**src/rtl/handshake_pkg.sv**
```systemverilog
// Shared definitions for handshake blocks: throttle LFSR constants and step function.
package handshake_pkg;

  localparam int                   LFSR_BITS         = 16;
  localparam logic [LFSR_BITS-1:0] LFSR_TAPS         = 16'hB400;
  localparam logic [LFSR_BITS-1:0] LFSR_SEED_DEFAULT = 16'hACE1;

  // Fibonacci step: taps 16,14,13,11 feed back into bit 0 on a left shift.
  function automatic logic [LFSR_BITS-1:0] lfsr_next(input logic [LFSR_BITS-1:0] cur);
    return {cur[LFSR_BITS-2:0], ^(cur & LFSR_TAPS)};
  endfunction

endpackage

```
**src/rtl/handshake_if.sv**
```systemverilog
// Valid/ready beat link between one master and one slave.
interface handshake_if #(
  parameter int DATA_BITS = 8
) ();

  logic                 valid;
  logic                 ready;
  logic [DATA_BITS-1:0] data;

  modport master (output valid, output data, input ready);
  modport slave  (input valid, input data, output ready);

endinterface

```
**src/rtl/handshake_throttle_lfsr.sv**
```systemverilog
// Free-running 16-bit LFSR; bit 0 is the pseudo-random "allow" used to throttle ready.
module handshake_throttle_lfsr
  import handshake_pkg::*;
#(
  parameter logic [LFSR_BITS-1:0] SEED = LFSR_SEED_DEFAULT
) (
  input  logic clk,
  input  logic rst,
  output logic allow
);

  logic [LFSR_BITS-1:0] r_lfsr;

  // NOTE: sequential state uses non-blocking assignments so every register
  // samples pre-edge values, independent of process evaluation order.
  always_ff @(posedge clk) begin
    if (rst) r_lfsr <= SEED;
    else     r_lfsr <= lfsr_next(r_lfsr);
  end

  assign allow = r_lfsr[0];

endmodule

```
**src/rtl/handshake_slave_rx.sv**
```systemverilog
// Handshake sink: buffers accepted beats in a FIFO and presents the head on a drain port,
// with optional LFSR throttling of upstream ready.
module handshake_slave_rx
  import handshake_pkg::*;
#(
  parameter int                   DATA_BITS    = 8,
  parameter int                   DEPTH        = 8,
  parameter bit                   ALWAYS_READY = 1'b1,
  parameter logic [LFSR_BITS-1:0] LFSR_SEED    = LFSR_SEED_DEFAULT
) (
  input  logic                         clk,
  input  logic                         rst,
  handshake_if.slave                   s,
  handshake_if.master                  m,
  output logic [$clog2(DEPTH+1)-1:0]   level,
  output logic [31:0]                  beat_count
);

  localparam int AW = $clog2(DEPTH);
  localparam int PW = AW + 1;
  localparam int LW = $clog2(DEPTH + 1);

  logic [DATA_BITS-1:0] r_mem [DEPTH];
  logic [PW-1:0]        r_wr_ptr;
  logic [PW-1:0]        r_rd_ptr;
  logic [LW-1:0]        r_level;
  logic [31:0]          r_beat_count;
  logic [DATA_BITS-1:0] r_m_data;

  logic          w_allow;
  logic          w_full;
  logic          w_empty;
  logic          w_s_ready;
  logic          w_push;
  logic          w_pop;
  logic [PW-1:0] w_rd_ptr_next;
  logic          w_head_is_new;

  handshake_throttle_lfsr #(
    .SEED (LFSR_SEED)
  ) u_throttle (
    .clk   (clk),
    .rst   (rst),
    .allow (w_allow)
  );

  assign w_full    = (r_wr_ptr[AW-1:0] == r_rd_ptr[AW-1:0]) && (r_wr_ptr[AW] != r_rd_ptr[AW]);
  assign w_empty   = (r_wr_ptr == r_rd_ptr);
  assign w_s_ready = !w_full && (ALWAYS_READY || w_allow);
  assign w_push    = s.valid && w_s_ready;
  assign w_pop     = !w_empty && m.ready;

  assign w_rd_ptr_next = w_pop ? r_rd_ptr + PW'(1) : r_rd_ptr;
  // The entry being written this edge becomes the head only when it lands at the new read slot.
  assign w_head_is_new = w_push && (w_rd_ptr_next == r_wr_ptr);

  // NOTE: storage is deliberately not reset; pointers define which entries are
  // valid, so clearing the array would only cost reset fan-out.
  always_ff @(posedge clk) begin
    if (w_push) r_mem[r_wr_ptr[AW-1:0]] <= s.data;
  end

  always_ff @(posedge clk) begin
    if (rst) begin
      r_wr_ptr     <= '0;
      r_rd_ptr     <= '0;
      r_level      <= '0;
      r_beat_count <= '0;
      r_m_data     <= '0;
    end else begin
      if (w_push) begin
        r_wr_ptr     <= r_wr_ptr + PW'(1);
        r_beat_count <= r_beat_count + 32'd1;
      end
      r_rd_ptr <= w_rd_ptr_next;
      case ({w_push, w_pop})
        2'b10:   r_level <= r_level + LW'(1);
        2'b01:   r_level <= r_level - LW'(1);
        default: r_level <= r_level;
      endcase
      if (w_push || w_pop)
        r_m_data <= w_head_is_new ? s.data : r_mem[w_rd_ptr_next[AW-1:0]];
    end
  end

  assign s.ready    = w_s_ready;
  assign m.valid    = !w_empty;
  assign m.data     = r_m_data;
  assign level      = r_level;
  assign beat_count = r_beat_count;

endmodule

```
**src/flat_wrapper.sv**
```systemverilog
// flat-port wrapper written by rule: the top's interface ports become plain ports
module handshake_slave_rx_flat import handshake_pkg::*;
#(
  parameter int                   DATA_BITS    = 8,
  parameter int                   DEPTH        = 8,
  parameter bit                   ALWAYS_READY = 1'b1,
  parameter logic [LFSR_BITS-1:0] LFSR_SEED    = LFSR_SEED_DEFAULT
)
  (clk, rst, level, beat_count, s_valid, s_data, s_ready, m_valid, m_data, m_ready);
  handshake_if #(.DATA_BITS(DATA_BITS)) s_i ();
  handshake_if #(.DATA_BITS(DATA_BITS)) m_i ();
  input  logic clk;
  input  logic rst;
  output logic [$clog2(DEPTH+1)-1:0] level;
  output logic [31:0] beat_count;
  input wire logic [$bits(s_i.valid)-1:0] s_valid;
  input wire logic [$bits(s_i.data)-1:0] s_data;
  output wire logic [$bits(s_i.ready)-1:0] s_ready;
  output wire logic [$bits(m_i.valid)-1:0] m_valid;
  output wire logic [$bits(m_i.data)-1:0] m_data;
  input wire logic [$bits(m_i.ready)-1:0] m_ready;
  assign s_i.valid = s_valid;
  assign s_i.data = s_data;
  assign s_ready = s_i.ready;
  assign m_valid = m_i.valid;
  assign m_data = m_i.data;
  assign m_i.ready = m_ready;
  handshake_slave_rx #(.DATA_BITS(DATA_BITS), .DEPTH(DEPTH), .ALWAYS_READY(ALWAYS_READY), .LFSR_SEED(LFSR_SEED)) u_core (.clk(clk), .rst(rst), .s(s_i), .m(m_i), .level(level), .beat_count(beat_count));
endmodule
```
**config.mk**
```make
export PLATFORM = sky130hd
export DESIGN_NAME = handshake_slave_rx_flat
export DESIGN_NICKNAME = d
export VERILOG_FILES = /design/src/rtl/handshake_pkg.sv /design/src/rtl/handshake_if.sv /design/src/rtl/handshake_throttle_lfsr.sv /design/src/rtl/handshake_slave_rx.sv /design/src/flat_wrapper.sv
export SDC_FILE = /design/constraint.sdc
export NUM_CORES = 1
export LEC_CHECK = 0
export CAP_MARGIN = 10
export CORE_MARGIN = 2
export CORE_UTILIZATION = 57
export DETAILED_ROUTE_END_ITERATION = 6
export PLACE_DENSITY = 0.89
export SLEW_MARGIN = 20
export SYNTH_ARGS = -nofsm -noshare
export SYNTH_HDL_FRONTEND = slang
export SYNTH_SLANG_ARGS = --single-unit
```
**constraint.sdc**
```tcl
create_clock -name clk -period 2.94 [get_ports clk]
set_input_delay 0.735 -clock clk [delete_from_list [all_inputs] [get_ports clk]]
set_output_delay 0.735 -clock clk [all_outputs]
set_load 0.02 [all_outputs]
```
==> impl.org <==
** Run status
- Run status :: completed

** Timing
- Final Hold Slack :: 0.507 ns
- Measured against its own limit, the worst slew margin works out to 0.617.
- Across all setup checks in the final design, the least slack found is between 0.1 and 0.15 ns.
- The final hold violation count came to 0.
- Max frequency :: 355 MHz
- Setup violations remaining at the end of the flow were counted as 0.
- Setup total negative slack :: 0 ns
- Post-layout min period :: 2.82 ns
- Number of slew-limit violations in the final report :: 0
- Clock Skew :: 0.00666 ns
- Final cycle utilization of the critical path :: 0.959
- Setup repair after global routing left no endpoint under its margin.
- Worst-Margin Slew :: between 0.5 and 0.6 ns

** Clock network
- The cell sitting at the root of the clock tree is a clkbuf_8.
- CTS tree :: yes
- CTS H-tree depth :: 4
- No sink is reached through more buffers than the 2 on the longest clock path.
- The tree built by TritonCTS fans out to 116 sinks.
- The number of clock buffers added by TritonCTS is 17.
- Cts-stage hold buffer count :: 0
- Total setup buffers inserted after CTS :: 0
- After clock tree synthesis, the clock-pin slew on the worst setup and hold paths is about 0.05 ns.
- Clock Latency Late Sink :: approximately 0.5 ns

** Power
- The analysis attributes to net switching a power of roughly 0.0013 W.
- VDD sags by at most between 0.4 and 0.5 mV.
- The share of total power dissipated in sequential elements is 0.401.
- The internal power of the cells totals 0.00331 W.
- Of the total power, the share spent switching nets is 0.287.
- Dividing total power by cell area gives a power density of between 600 and 700 nW/um2.
- Leakage :: approximately 2.4 nW
- Of the total power, combinational logic draws 0.205.
- Clock share of power :: 0.394

** Floorplan
- DIE AREA :: about 11000 um2
- Core region area :: ~10000 um2
- Pin placement for this block handled 58 I/O pins.
- The floorplan step set the die width to approximately 100 um.
- # rows :: 36
- Die height :: around 100 um
- Starting Density :: 0.589

** Global routing
- The initial antenna violation count was 0.
- Pin count of the biggest net entering global routing :: 45
- Vias in the first global route :: 4514
- The first global-routing pass estimated 22.7 mm of wire.
- Remaining Overflow, GRT :: 0
- Global routing usage summed across all routing layers :: 0.261

** Drt
- Total number of vias :: 4587
- After detailed routing, the met2 layer carries between 6 and 7 mm of wire.
- Routed length per placed instance :: between 15 and 20 um
- Dividing the detail-routed via count by the number of cells gives approximately 6.
- Post-route DRC :: 0
- Highest metal layer with signal wires :: met4
- The routed design uses approximately 1.2 mm of met3 wire.
- First-pass iteration count of the detailed router :: 6
- Post-detailed-route count of antenna-violating nets :: 0
- Routed length on met1 :: between 5 and 6 mm
- The detailed router finished its first iteration with around 340 violations.
- Summed over all layers, the routed wires come to 13.9 mm.

** Cells and area
- After the flow finishes, the layout carries non-filler instances totaling approximately 770.
- Footprint of the flip-flops and latches :: 2970 um2
- Summing all multi-input logic gate instances after layout gives approximately 2700 um2.
- For this run, the share of the core covered by cells in the final layout is 0.724.
- Number of antenna diodes :: 0
- Compared with the post-synthesis result, the final layout area differs by 22.8%.
- Layout cell share with drive strength beyond 1 :: 0.103
- Final-stage net count :: 640
- Fill cells in the final layout number 730.

** Run
- Number of max-cap violations :: 0

** Synthesis
- For this run, the register share of the synthesized area comes to 0.512.
- The number of nets handed over by synthesis was ~570.
- Averaged over all synthesized cells, the footprint is approximately 10 um2.
- Synth top area cells :: edfxtp_1 33%, dfxtp_1 18%, mux2i_1 12%, nand2_1 5.6%, xnor2_1 3.8%
- The largest total area in the synthesized netlist belongs to edfxtp_1.
- The share of synthesized area in the top cell type comes to 0.332.
- Counting flops and latches in the post-synthesis netlist gives between 100 and 150.
- After synthesis, the netlist uses between 40 and 50 different library cells.
- The commonest cells after synthesis are 87 x nand2_1, 69 x mux2i_1, 64 x edfxtp_1, 52 x dfxtp_1, 41 x nand3_1.
- Top-count cell post-synth :: nand2_1
- Number of flops mapped to enable cells by yosys :: 64
- Syn Inst Count :: 552
- Among all flip-flop cells after synthesis, the most frequent one is edfxtp_1.
- For this run, the number of Yosys warnings is 0.
- In this run the cell area of the synthesized design comes to between 5000 and 6000 um2.
- Post-synthesis async set-or-reset flop share :: 0

** Worst setup path
- Among cell families on the critical path, the largest total delay comes from flip-flops.
- Crit path DAT :: roughly 2.1 ns
- Count of buffer and inverter cells on the critical path :: 1
- Worst setup SP type :: register
- Kind of critical path :: register to output pin
- Among all stages on the critical path, the largest delay is contributed by dfxtp_1.
- Traced cell by cell, the critical path runs through xnor2_4, nand4_1, clkdlybuf4s50_1.
- Critical path capture point type :: output pin
- Along the worst path, the maximum fanout reaches 9.
- Source of the critical timing path :: u_core.r_wr_ptr[0]$_SDFFE_PP0P_
- Data on the critical path is required at its endpoint by about 2.2 ns.
- In this design, the stage delay of the slowest critical-path cell is 0.61 ns.
- The startpoint identified for the worst register-to-register timing path is u_core.r_wr_ptr[0]$_SDFFE_PP0P_.

** Hold path
- Worst Min Path Start :: u_core.beat_count[13]$_SDFFE_PP0P_
- The path class of the tightest hold or removal check is register to register.

** Placed design
- Timing analysis after detailed placement gives a worst setup slack of 0.0340 ns.
- Detailed placement finished with a half-perimeter wire length of between 8 and 9 mm.
- Counting tap cells, the placed design contains a total of around 740 instances.
- The count of buffers added on input and output ports is 57.
- The congestion estimate from routability-driven global placement came to about 0.92.
[what timing repair did]
action / 4_1_cts / 5_1_grt
pin swaps: 0 / 0
gates cloned: 0 / 0
endpoints found under the setup margin: 1 / 1
resized for setup: 1 / 1
[logic make-up (layout without fill, tap and decap cells)]
family | count (synthesis) | count (layout) | synth area share
simple gates | 237 | 237 | 0.197
flops | 116 | 116 | 0.512
mux | 69 | 69 | 0.119
xor+xnor | 43 | 43 | 0.0741
compound gates | 42 | 42 | 0.0547
buf+inv | 38 | 120 | 0.0281
fa+ha+maj | 7 | 7 | 0.0151
[metal layers]
layer	global-route usage	vias to the layer above
li1	-	2125
met1	0.331	2199
met2	0.419	227
met3	0.0661	36
met4	0.125	0
met5	0	-
[power by group through the flow]
stage / clock network, W / logic (W) / registers [W]
finish: 0.00183 / 0.000949 / 0.00186
global route: 0.00192 / 0.00102 / 0.00187
CTS: 0.00185 / 0.000944 / 0.00186
detailed placement: 0 / 0.000931 / 0.00189
global placement: 0 / 0.000895 / 0.00188
floorplan: 0 / 0.000594 / 0.00191
[registers in the layout, summed over array words and instances (netlist names)]
| name | count |
|---|---|
| u_core.beat_count | 32 |
| u_core.r_wr_ptr | 4 |
| u_core.level | 4 |
| u_core.m.data | 8 |
| u_core.r_rd_ptr | 4 |
| u_core.r_mem | 64 |
[worst register-to-register path: cells and delay by family (launching register included)]
family,cells,cell delay [ns]
buffers and inverters,2,0.32
adder cells (fa/ha/maj),1,0.26
AO/OA/AOI/OAI,2,0.61
AND/OR/NAND/NOR,2,0.70
XOR/XNOR,1,0.16
flip-flops,1,0.61
[final cells by class]
| cell class | instances | area share |
|---|---|---|
| flip-flops and latches | 116 | 0.417 |
| multi-input cells | 398 | 0.375 |
| repair buffers | 79 | 0.105 |
| clock buffers | 19 | 0.0593 |
| well taps | 133 | 0.0234 |
| clock inverters | 13 | 0.0158 |
| inverters | 9 | 0.00475 |
[metrics by stage]
step	cell area (um2)	total power (W)
after floorplan	5790	0.00251
after global placement	6570	0.00278
after detailed placement	6570	0.00282
after CTS	7110	0.00466
after global routing	7110	0.00482
final	7110	0.00464
[path summary, 6_finish.rpt]
| check | endpoint | slack (ns) | depth (start not counted) |
|---|---|---|---|
| worst min register to register | u_core.beat_count[13]$_SDFFE_PP0P_ | 0.51 | 2 |
| worst max register to register | u_core.m.data[0]$_SDFFE_PP0P_ | 0.23 | 8 |
| worst max-delay path | m_valid | 0.12 | 3 |
| worst min-delay path | u_core.beat_count[13]$_SDFFE_PP0P_ | 0.51 | 2 |
[layout by cell type (no fill, tap or decap), types with 8 or more instances in the layout]
cell / n
o21ai_0: 9
xnor2_1: 25
or3_1: 8
inv_1: 8
nor3_1: 16
buf_4: 21
dfxtp_1: 49
clkdlybuf4s50_1: 56
a221o_1: 8
and2_1: 9
clkbuf_16: 16
nand4_1: 13
xor2_1: 14
nor2_1: 34
a21oi_1: 14
edfxtp_1: 64
mux2i_1: 69
nand2_1: 87
nand3_1: 41
No activity file was read; power rests on OpenSTA's default activity.
